[src/rtl/vec_mem_loader_pkg.sv]
// Shared vector-unit types: host loader commands, loader FSM states and
// the data-memory write operation encoding.
package vec_mem_loader_pkg;

    localparam int unsigned WORD_BITS = 32;

    typedef enum logic [1:0] {
        CMD_LOAD_INST = 2'd0,
        CMD_LOAD_DATA = 2'd1,
        CMD_RUN       = 2'd2,
        CMD_DUMP      = 2'd3
    } VecLoaderCmd_t;

    typedef enum logic [2:0] {
        ST_IDLE      = 3'd0,
        ST_LOAD_INST = 3'd1,
        ST_LOAD_DATA = 3'd2,
        ST_WRITE     = 3'd3,
        ST_RUN       = 3'd4,
        ST_DUMP_READ = 3'd5,
        ST_DUMP_SEND = 3'd6
    } VecLoaderState_t;

    // DMEM_WR_NONE is the idle (no-op) encoding.
    typedef enum logic [1:0] {
        DMEM_WR_NONE = 2'd0,
        DMEM_WR_ROW  = 2'd1
    } VecDataMemWriteOp_t;

    // Increment that sticks at all-ones instead of wrapping.
    function automatic logic [31:0] sat_inc32(input logic [31:0] value);
        return (value == 32'hFFFF_FFFF) ? value : value + 32'd1;
    endfunction

endpackage

[src/rtl/vec_row_packer.sv]
// WIDTH x 32-bit row buffer. Shifting moves every lane down by one and
// inserts the new word at the top lane, so after WIDTH shifts the first
// word sits in lane 0 (serial-in pack); lane 0 is also the serial output.
// A parallel load captures a whole row at once for the dump path.
module vec_row_packer #(
    parameter int WIDTH = 16
) (
    input  logic                  clock,
    input  logic                  shift,
    input  logic                  load,
    input  logic [31:0]           in_word,
    input  logic [WIDTH*32-1:0]   load_row,
    output logic [WIDTH*32-1:0]   row
);

    // Parallel load wins over shift; otherwise shift one lane toward lane 0.
    // NOTE: pure datapath storage, every row is fully rewritten before it
    // is consumed, so it carries no reset.
    always_ff @(posedge clock) begin
        if (load) begin
            row <= load_row;
        end else if (shift) begin
            row <= {in_word, row[WIDTH*32-1:32]};
        end
    end

endmodule

[src/rtl/vec_mem_loader.sv]
// Host-side loader for the vector unit: streams instructions and data rows
// into the memories, runs VecControl until it signals done, and dumps data
// rows back to the host one 32-bit lane at a time.
module vec_mem_loader
    import vec_mem_loader_pkg::*;
#(
    parameter int WIDTH                = 16,
    parameter int INST_MEM_ADDR_SIZE   = 32,
    parameter int DATA_MEM_ADDR_SIZE   = 32,
    parameter int INST_MEM_WIDTH_BYTES = 16
) (
    input  logic                            clock,
    input  logic                            reset,
    input  VecLoaderCmd_t                   host_cmd,
    input  logic [31:0]                     host_cmd_addr,
    input  logic [31:0]                     host_cmd_len,
    input  logic                            host_cmd_valid,
    output logic                            host_cmd_ready,
    input  logic [31:0]                     host_in_data,
    input  logic                            host_in_valid,
    output logic                            host_in_ready,
    output logic [31:0]                     host_out_data,
    output logic                            host_out_valid,
    input  logic                            host_out_ready,
    output logic                            inst_mem_write_en,
    output logic [INST_MEM_ADDR_SIZE-1:0]   inst_mem_write_addr,
    output logic [8*INST_MEM_WIDTH_BYTES-1:0] inst_mem_data_in,
    output VecDataMemWriteOp_t              data_mem_write_op,
    output logic [DATA_MEM_ADDR_SIZE-1:0]   data_mem_write_addr,
    output logic [WIDTH*32-1:0]             data_mem_data_in,
    output logic [DATA_MEM_ADDR_SIZE-1:0]   data_mem_read_addr,
    input  logic [WIDTH*32-1:0]             data_mem_data_out,
    output logic                            ctrl_reset,
    input  logic                            ctrl_done,
    output logic                            busy,
    output logic [31:0]                     run_cycles
);

    localparam int INST_BEATS = INST_MEM_WIDTH_BYTES / 4;
    localparam int CNT_W      = (WIDTH > 1) ? $clog2(WIDTH) : 1;
    localparam logic [CNT_W-1:0] LAST_INST_BEAT = CNT_W'(INST_BEATS - 1);
    localparam logic [CNT_W-1:0] LAST_LANE      = CNT_W'(WIDTH - 1);

    VecLoaderState_t      state, state_next;
    logic [31:0]          addr;
    logic [31:0]          remaining;
    logic [CNT_W-1:0]     cnt;
    logic                 load_inst;
    logic [WIDTH*32-1:0]  row_buf;

    logic cmd_fire, pk_shift, pk_load, beat_last, row_done;

    vec_row_packer #(.WIDTH(WIDTH)) u_packer (
        .clock    (clock),
        .shift    (pk_shift),
        .load     (pk_load),
        .in_word  (host_in_data),
        .load_row (data_mem_data_out),
        .row      (row_buf)
    );

    // State register; reset drops straight back to IDLE.
    // NOTE: sequential state uses non-blocking assignments only, so every
    // flop samples the values from before the edge.
    always_ff @(posedge clock or negedge reset) begin
        if (!reset) state <= ST_IDLE;
        else        state <= state_next;
    end

    // Next-state and handshake/strobe decode.
    // NOTE: every output of this block gets a default first, so no path
    // leaves a signal unassigned and no latch is inferred.
    always_comb begin
        state_next        = state;
        host_cmd_ready    = 1'b0;
        host_in_ready     = 1'b0;
        host_out_valid    = 1'b0;
        inst_mem_write_en = 1'b0;
        data_mem_write_op = DMEM_WR_NONE;
        cmd_fire          = 1'b0;
        pk_shift          = 1'b0;
        pk_load           = 1'b0;
        beat_last         = 1'b0;
        row_done          = 1'b0;
        case (state)
            ST_IDLE: begin
                host_cmd_ready = 1'b1;
                if (host_cmd_valid) begin
                    cmd_fire = 1'b1;
                    case (host_cmd)
                        CMD_LOAD_INST: state_next = ST_LOAD_INST;
                        CMD_LOAD_DATA: state_next = ST_LOAD_DATA;
                        CMD_RUN:       state_next = ST_RUN;
                        default:       state_next = ST_DUMP_READ;
                    endcase
                end
            end
            ST_LOAD_INST, ST_LOAD_DATA: begin
                beat_last = (state == ST_LOAD_INST) ? (cnt == LAST_INST_BEAT)
                                                    : (cnt == LAST_LANE);
                if (remaining == 32'd0) begin
                    state_next = ST_IDLE;
                end else begin
                    host_in_ready = 1'b1;
                    if (host_in_valid) begin
                        pk_shift = 1'b1;
                        if (beat_last) state_next = ST_WRITE;
                    end
                end
            end
            ST_WRITE: begin
                row_done = 1'b1;
                if (load_inst) inst_mem_write_en = 1'b1;
                else           data_mem_write_op = DMEM_WR_ROW;
                if (remaining == 32'd1) state_next = ST_IDLE;
                else if (load_inst)     state_next = ST_LOAD_INST;
                else                    state_next = ST_LOAD_DATA;
            end
            ST_RUN: begin
                if (ctrl_done) state_next = ST_IDLE;
            end
            ST_DUMP_READ: begin
                if (remaining == 32'd0) begin
                    state_next = ST_IDLE;
                end else begin
                    pk_load    = 1'b1;
                    state_next = ST_DUMP_SEND;
                end
            end
            ST_DUMP_SEND: begin
                host_out_valid = 1'b1;
                beat_last      = (cnt == LAST_LANE);
                if (host_out_ready) begin
                    pk_shift = 1'b1;
                    if (beat_last) begin
                        row_done   = 1'b1;
                        state_next = (remaining == 32'd1) ? ST_IDLE : ST_DUMP_READ;
                    end
                end
            end
            default: state_next = ST_IDLE;
        endcase
    end

    // Command latch, beat/lane counter, row address stepping and run timer.
    always_ff @(posedge clock or negedge reset) begin
        if (!reset) begin
            addr       <= 32'd0;
            remaining  <= 32'd0;
            cnt        <= '0;
            load_inst  <= 1'b0;
            run_cycles <= 32'd0;
        end else begin
            if (cmd_fire) begin
                addr      <= host_cmd_addr;
                remaining <= host_cmd_len;
                cnt       <= '0;
                load_inst <= (host_cmd == CMD_LOAD_INST);
                if (host_cmd == CMD_RUN) run_cycles <= 32'd0;
            end
            if (pk_shift) cnt <= beat_last ? '0 : cnt + CNT_W'(1);
            // Address wraps silently at the top of the address space.
            if (row_done) begin
                addr      <= addr + 32'd1;
                remaining <= remaining - 32'd1;
            end
            if (state == ST_RUN) run_cycles <= sat_inc32(run_cycles);
        end
    end

    // The instruction occupies the top INST_BEATS lanes after packing,
    // with its first beat in the lowest bits of that slice.
    assign inst_mem_data_in    = row_buf[WIDTH*32-1 -: 8*INST_MEM_WIDTH_BYTES];
    assign inst_mem_write_addr = addr[INST_MEM_ADDR_SIZE-1:0];
    assign data_mem_write_addr = addr[DATA_MEM_ADDR_SIZE-1:0];
    assign data_mem_read_addr  = addr[DATA_MEM_ADDR_SIZE-1:0];
    assign data_mem_data_in    = row_buf;
    assign host_out_data       = row_buf[31:0];
    assign ctrl_reset          = (state != ST_RUN);
    assign busy                = (state != ST_IDLE);

endmodule
[config.mk]
export PLATFORM = sky130hd
export DESIGN_NAME = vec_mem_loader
export DESIGN_NICKNAME = d
export VERILOG_FILES = /design/src/rtl/vec_mem_loader_pkg.sv /design/src/rtl/vec_row_packer.sv /design/src/rtl/vec_mem_loader.sv
export SDC_FILE = /design/constraint.sdc
export NUM_CORES = 1
export LEC_CHECK = 0
export ABC_AREA = 1
export CELL_PAD_IN_SITES_DETAIL_PLACEMENT = 0
export CELL_PAD_IN_SITES_GLOBAL_PLACEMENT = 1
export CORE_AREA = 2 2 552 554
export CTS_CLUSTER_DIAMETER = 40
export CTS_CLUSTER_SIZE = 20
export DETAILED_ROUTE_END_ITERATION = 10
export DIE_AREA = 0 0 554 556
export GPL_TIMING_DRIVEN = 0
export HOLD_SLACK_MARGIN = 0.02
export PLACE_DENSITY = 0.47
export RECOVER_POWER = 100
export SETUP_SLACK_MARGIN = 0.15
export SYNTH_ARGS = -nofsm -noshare
export SYNTH_HDL_FRONTEND = slang
export SYNTH_HIERARCHICAL = 1
export SYNTH_SLANG_ARGS = --single-unit
[constraint.sdc]
create_clock -name clock -period 11 [get_ports clock]
set_clock_uncertainty 0.05 [all_clocks]
set_input_delay 2.2 -clock clock [delete_from_list [all_inputs] [get_ports clock]]
set_output_delay 2.2 -clock clock [all_outputs]
set_load 0.005 [all_outputs]
==> results by group <==
Die
  • Die H: 556 microns
  • Chip Width: 554 microns
  • I/O Pins: 1,424
  • Core box area: 0.302 sq mm
  • # rows: 202
  • Die area: 0.308 sq mm
  • Initial Util: 10.3%

CTS
  • Max Root-Sink Buffers: 4
  • Root Buffer Master: clkbuf_16
  • CTS tree: done
  • Post-CTS Hold Fix Bufs: 0
  • Post-CTS Setup Repair Bufs: 0
  • Clk Latency, worst-skew pair: 830 ps
  • Number of H-tree levels: 4
  • Clock transition at path regs: 50 ps
  • Sink Count: 616
  • CTS buffer count: 176
  • Post-CTS sizing: 0

Timing
  • Slew @ Worst Pin: 3660 ps
  • Setup violators final: 0
  • Max Transition Viols Final: 64
  • Final hold slack: 472 ps
  • Slew HR: -144%
  • Final WS setup: 4640 ps
  • RSZ-0062 raised after global routing: false
  • Max Clk Rate: 157 MHz
  • Fin crit share: 57.8%
  • Final Hold Viols: 0
  • Final Critical Period: 6360 ps

Critical path
  • Buffers & Inverters on Critical Path: 6
  • Crit-path cells: inv_1 -> nand2_1 -> nor2_1 -> nand2_1 -> nor2_1 -> nand2_1 -> nand2_1 -> inv_1 -> clkbuf_1 -> clkinvlp_2 -> clkbuf_1 -> clkbuf_1 -> nand2_1 -> nand2_1
  • Arrival time worst endpoint: 6760 ps
  • Cell family with most CP delay: buffers and inverters
  • CP Class: reg2reg
  • Nature of the critical path startpoint: register
  • Critical path peak fanout: 10
  • Worst path required time: 11,400 ps
  • Slowest Stage Delay on Critical Path: 1480 ps
  • Slowest-stage cell, CP: clkinvlp_2
  • CP Capture Type: register
  • Cell repeated most along the worst path: nand2_1

Yosys
  • XOR/XNOR Fraction of Synth Area: 0.844%
  • Compound-cell area share of the yosys netlist: 2.07%
  • Post-Syn Instances: 3,549
  • Unique masters post-synth: 36
  • Post-synthesis register bit count: 616
  • Simple-gate share of the synthesized area: 28.5%
  • Post-synth ARST share: 16.9%
  • Yosys warns: 6
  • Post-synthesis mux area share: 0%
  • Synth Flop Type: edfxtp_1
  • Syn Std Cell Area: 0.0311 sq mm
  • Sequential area share after synthesis: 57.7%
  • Post-Synth Adder-Cell Area: 0.402%
  • Avg Synthesized Cell Area: 8.77 sq um
  • EDFF count, synth: 512
  • Largest family of logic cells by synthesized area: simple AND/OR/NAND/NOR gates
  • Syn Nets: 4,175

Finish
  • Commonest non-fill, non-tap cells in the layout: 1,907 x nand2_1, 732 x clkdlybuf4s50_1, 689 x dlygate4sd3_1, 512 x edfxtp_1, 199 x nor2_1
  • Commonest non-fill, non-tap cell in the layout: nand2_1
  • Nets@finish: 5,785
  • Final std cells w/o fill: 9,303
  • Area growth, synth to finish: 80.5%
  • Share of cells above drive strength 1: 11.1%

Place
  • Place WS: 5330 ps
  • Port Buffer Count: 1,422
  • Dpl hpwl: 202,000 microns
  • Placed insts: 8,959
  • RD Place Congestion: 0.888

Global route
  • Vias in the first global route: 32,400
  • Total congestion overflow: 0
  • Total track usage: 14.9%
  • Pin count of the biggest net entering global routing: 62
  • First-pass GRT wire length: 309,000 microns
  • Initial antenna violation count: 79

Hold path
  • Hold Crit Class: reg2reg

Power and ir drop
  • Peak supply drop: 0.136 mV
  • Power per cell area: 302 mW/mm^2
  • Tot Pwr: 17.0 mW
  • Lkg Pwr: 22.7 nW

Route
  • Via Count: 31,600
  • Vias per inst: 3.40
  • Residual DRC: 0
  • Iter 0 DRT Violations: 2,232
  • DR WL/cell: 25.7 microns
  • First drt pass iteration count: 6
  • Final ANT Viol Nets: 0
  • Routed WL: 239,000 microns

Status
  • Status: complete, but fails checks
  • Failing checks: max-capacitance violations, max-slew violations

Job
  • Maxcap violations: 2
synthesized netlist by cell type, drive strengths merged (10+ instances only):
| cell type | number | area share, % |
|---|---|---|
| nand2 | 1907 | 23 |
| edfxtp | 512 | 49 |
| buf | 355 | 8.7 |
| nor2 | 202 | 2.5 |
| inv | 126 | 1.5 |
| nand3 | 114 | 1.8 |
| dfrtp | 104 | 8.4 |
| o21ai | 60 | 0.96 |
| nor3 | 30 | 0.52 |
| nand4 | 24 | 0.48 |
| xor2 | 22 | 0.62 |
| a21oi | 20 | 0.32 |
| o211ai | 16 | 0.39 |
| clkbuf | 12 | 0.14 |
| o22ai | 11 | 0.22 |
| ha | 10 | 0.40 |
final cells by class:
| cell class | count | area, sq um |
|---|---|---|
| repair buffers | 1432 | 14500 |
| clock inverters | 133 | 1520 |
| well taps | 3978 | 4980 |
| flip-flops and latches | 616 | 18000 |
| diodes | 19 | 47.5 |
| clock buffers | 192 | 4520 |
| multi-input cells | 2440 | 9900 |
| inverters | 126 | 474 |
| plain buffers | 367 | 2280 |
| fillers | 33700 | 246000 |
worst reg2reg max path: stages (launching register included):
cell and delay [ps]:
dfrtp_1 400, inv_1 140, nand2_1 160, nor2_1 70, nand2_1 70, nor2_1 80, nand2_1 110, nand2_1 120
inv_1 70, clkbuf_1 1330, clkinvlp_2 1520, clkbuf_1 820, clkbuf_1 620, nand2_1 200, nand2_1 230
final timing paths:
check | from | to | slack, ps | depth (start not counted)
worst min register to register | u_packer/row[42] | u_packer/row[10] | 470 | 2
worst min-delay path | u_packer/row[42] | u_packer/row[10] | 470 | 2
worst max register to register | remaining[22] | u_packer/row[133] | 4640 | 14
worst max-delay path | remaining[22] | u_packer/row[133] | 4640 | 14
min in group asynchronous | reset | data_mem_read_addr[18] | 2620 | 1
max in group asynchronous | reset | remaining[26] | 6200 | 1
through the flow:
step	instance area (sq um)	setup TNS (ps)	utilization, %
2_1_floorplan	31100	0	-
4_1_cts	56700	0	18.8
5_1_grt	56200	0	18.6
6_report	56200	0	18.6
3_5_place_dp	50600	0	16.8
3_3_place_gp	50300	-1694360	16.7
registers in the layout (all words and copies together), names as in the netlist:
register	count
u_packer/row	512
data_mem_read_addr	32
remaining	32
run_cycles	32
cnt	4
state	3
load_inst	1
where the power goes:
group | switching (mW) | internal (mW) | total (mW)
Sequential | 1.40 | 4.07 | 5.47
Combinational | 3.35 | 2.86 | 6.22
Clock | 1.75 | 3.53 | 5.28
Total | 6.50 | 10.5 | 17.0
routing by layer:
layer | track usage, % | part of all wire, % | vias up
met3 | 5.00 | 8.6 | 337
met5 | 0 | 0.10 | -
li1 | - | - | 14500
met1 | 16.1 | 37 | 15200
met4 | 3.99 | 2.9 | 40
met2 | 27.5 | 52 | 1582
kinds of logic (layout without fill, tap and decap cells):
logic type	Yosys count	in the layout
and+or+nand+nor	2285	2285
other	1	20
AOI/OAI and AO/OA	114	114
DFF	616	616
xor gates and xnor gates	30	30
adders and majority gates	10	10
buffers and inverters	493	2250
Note: power is estimated with default switching activity, not from simulation.
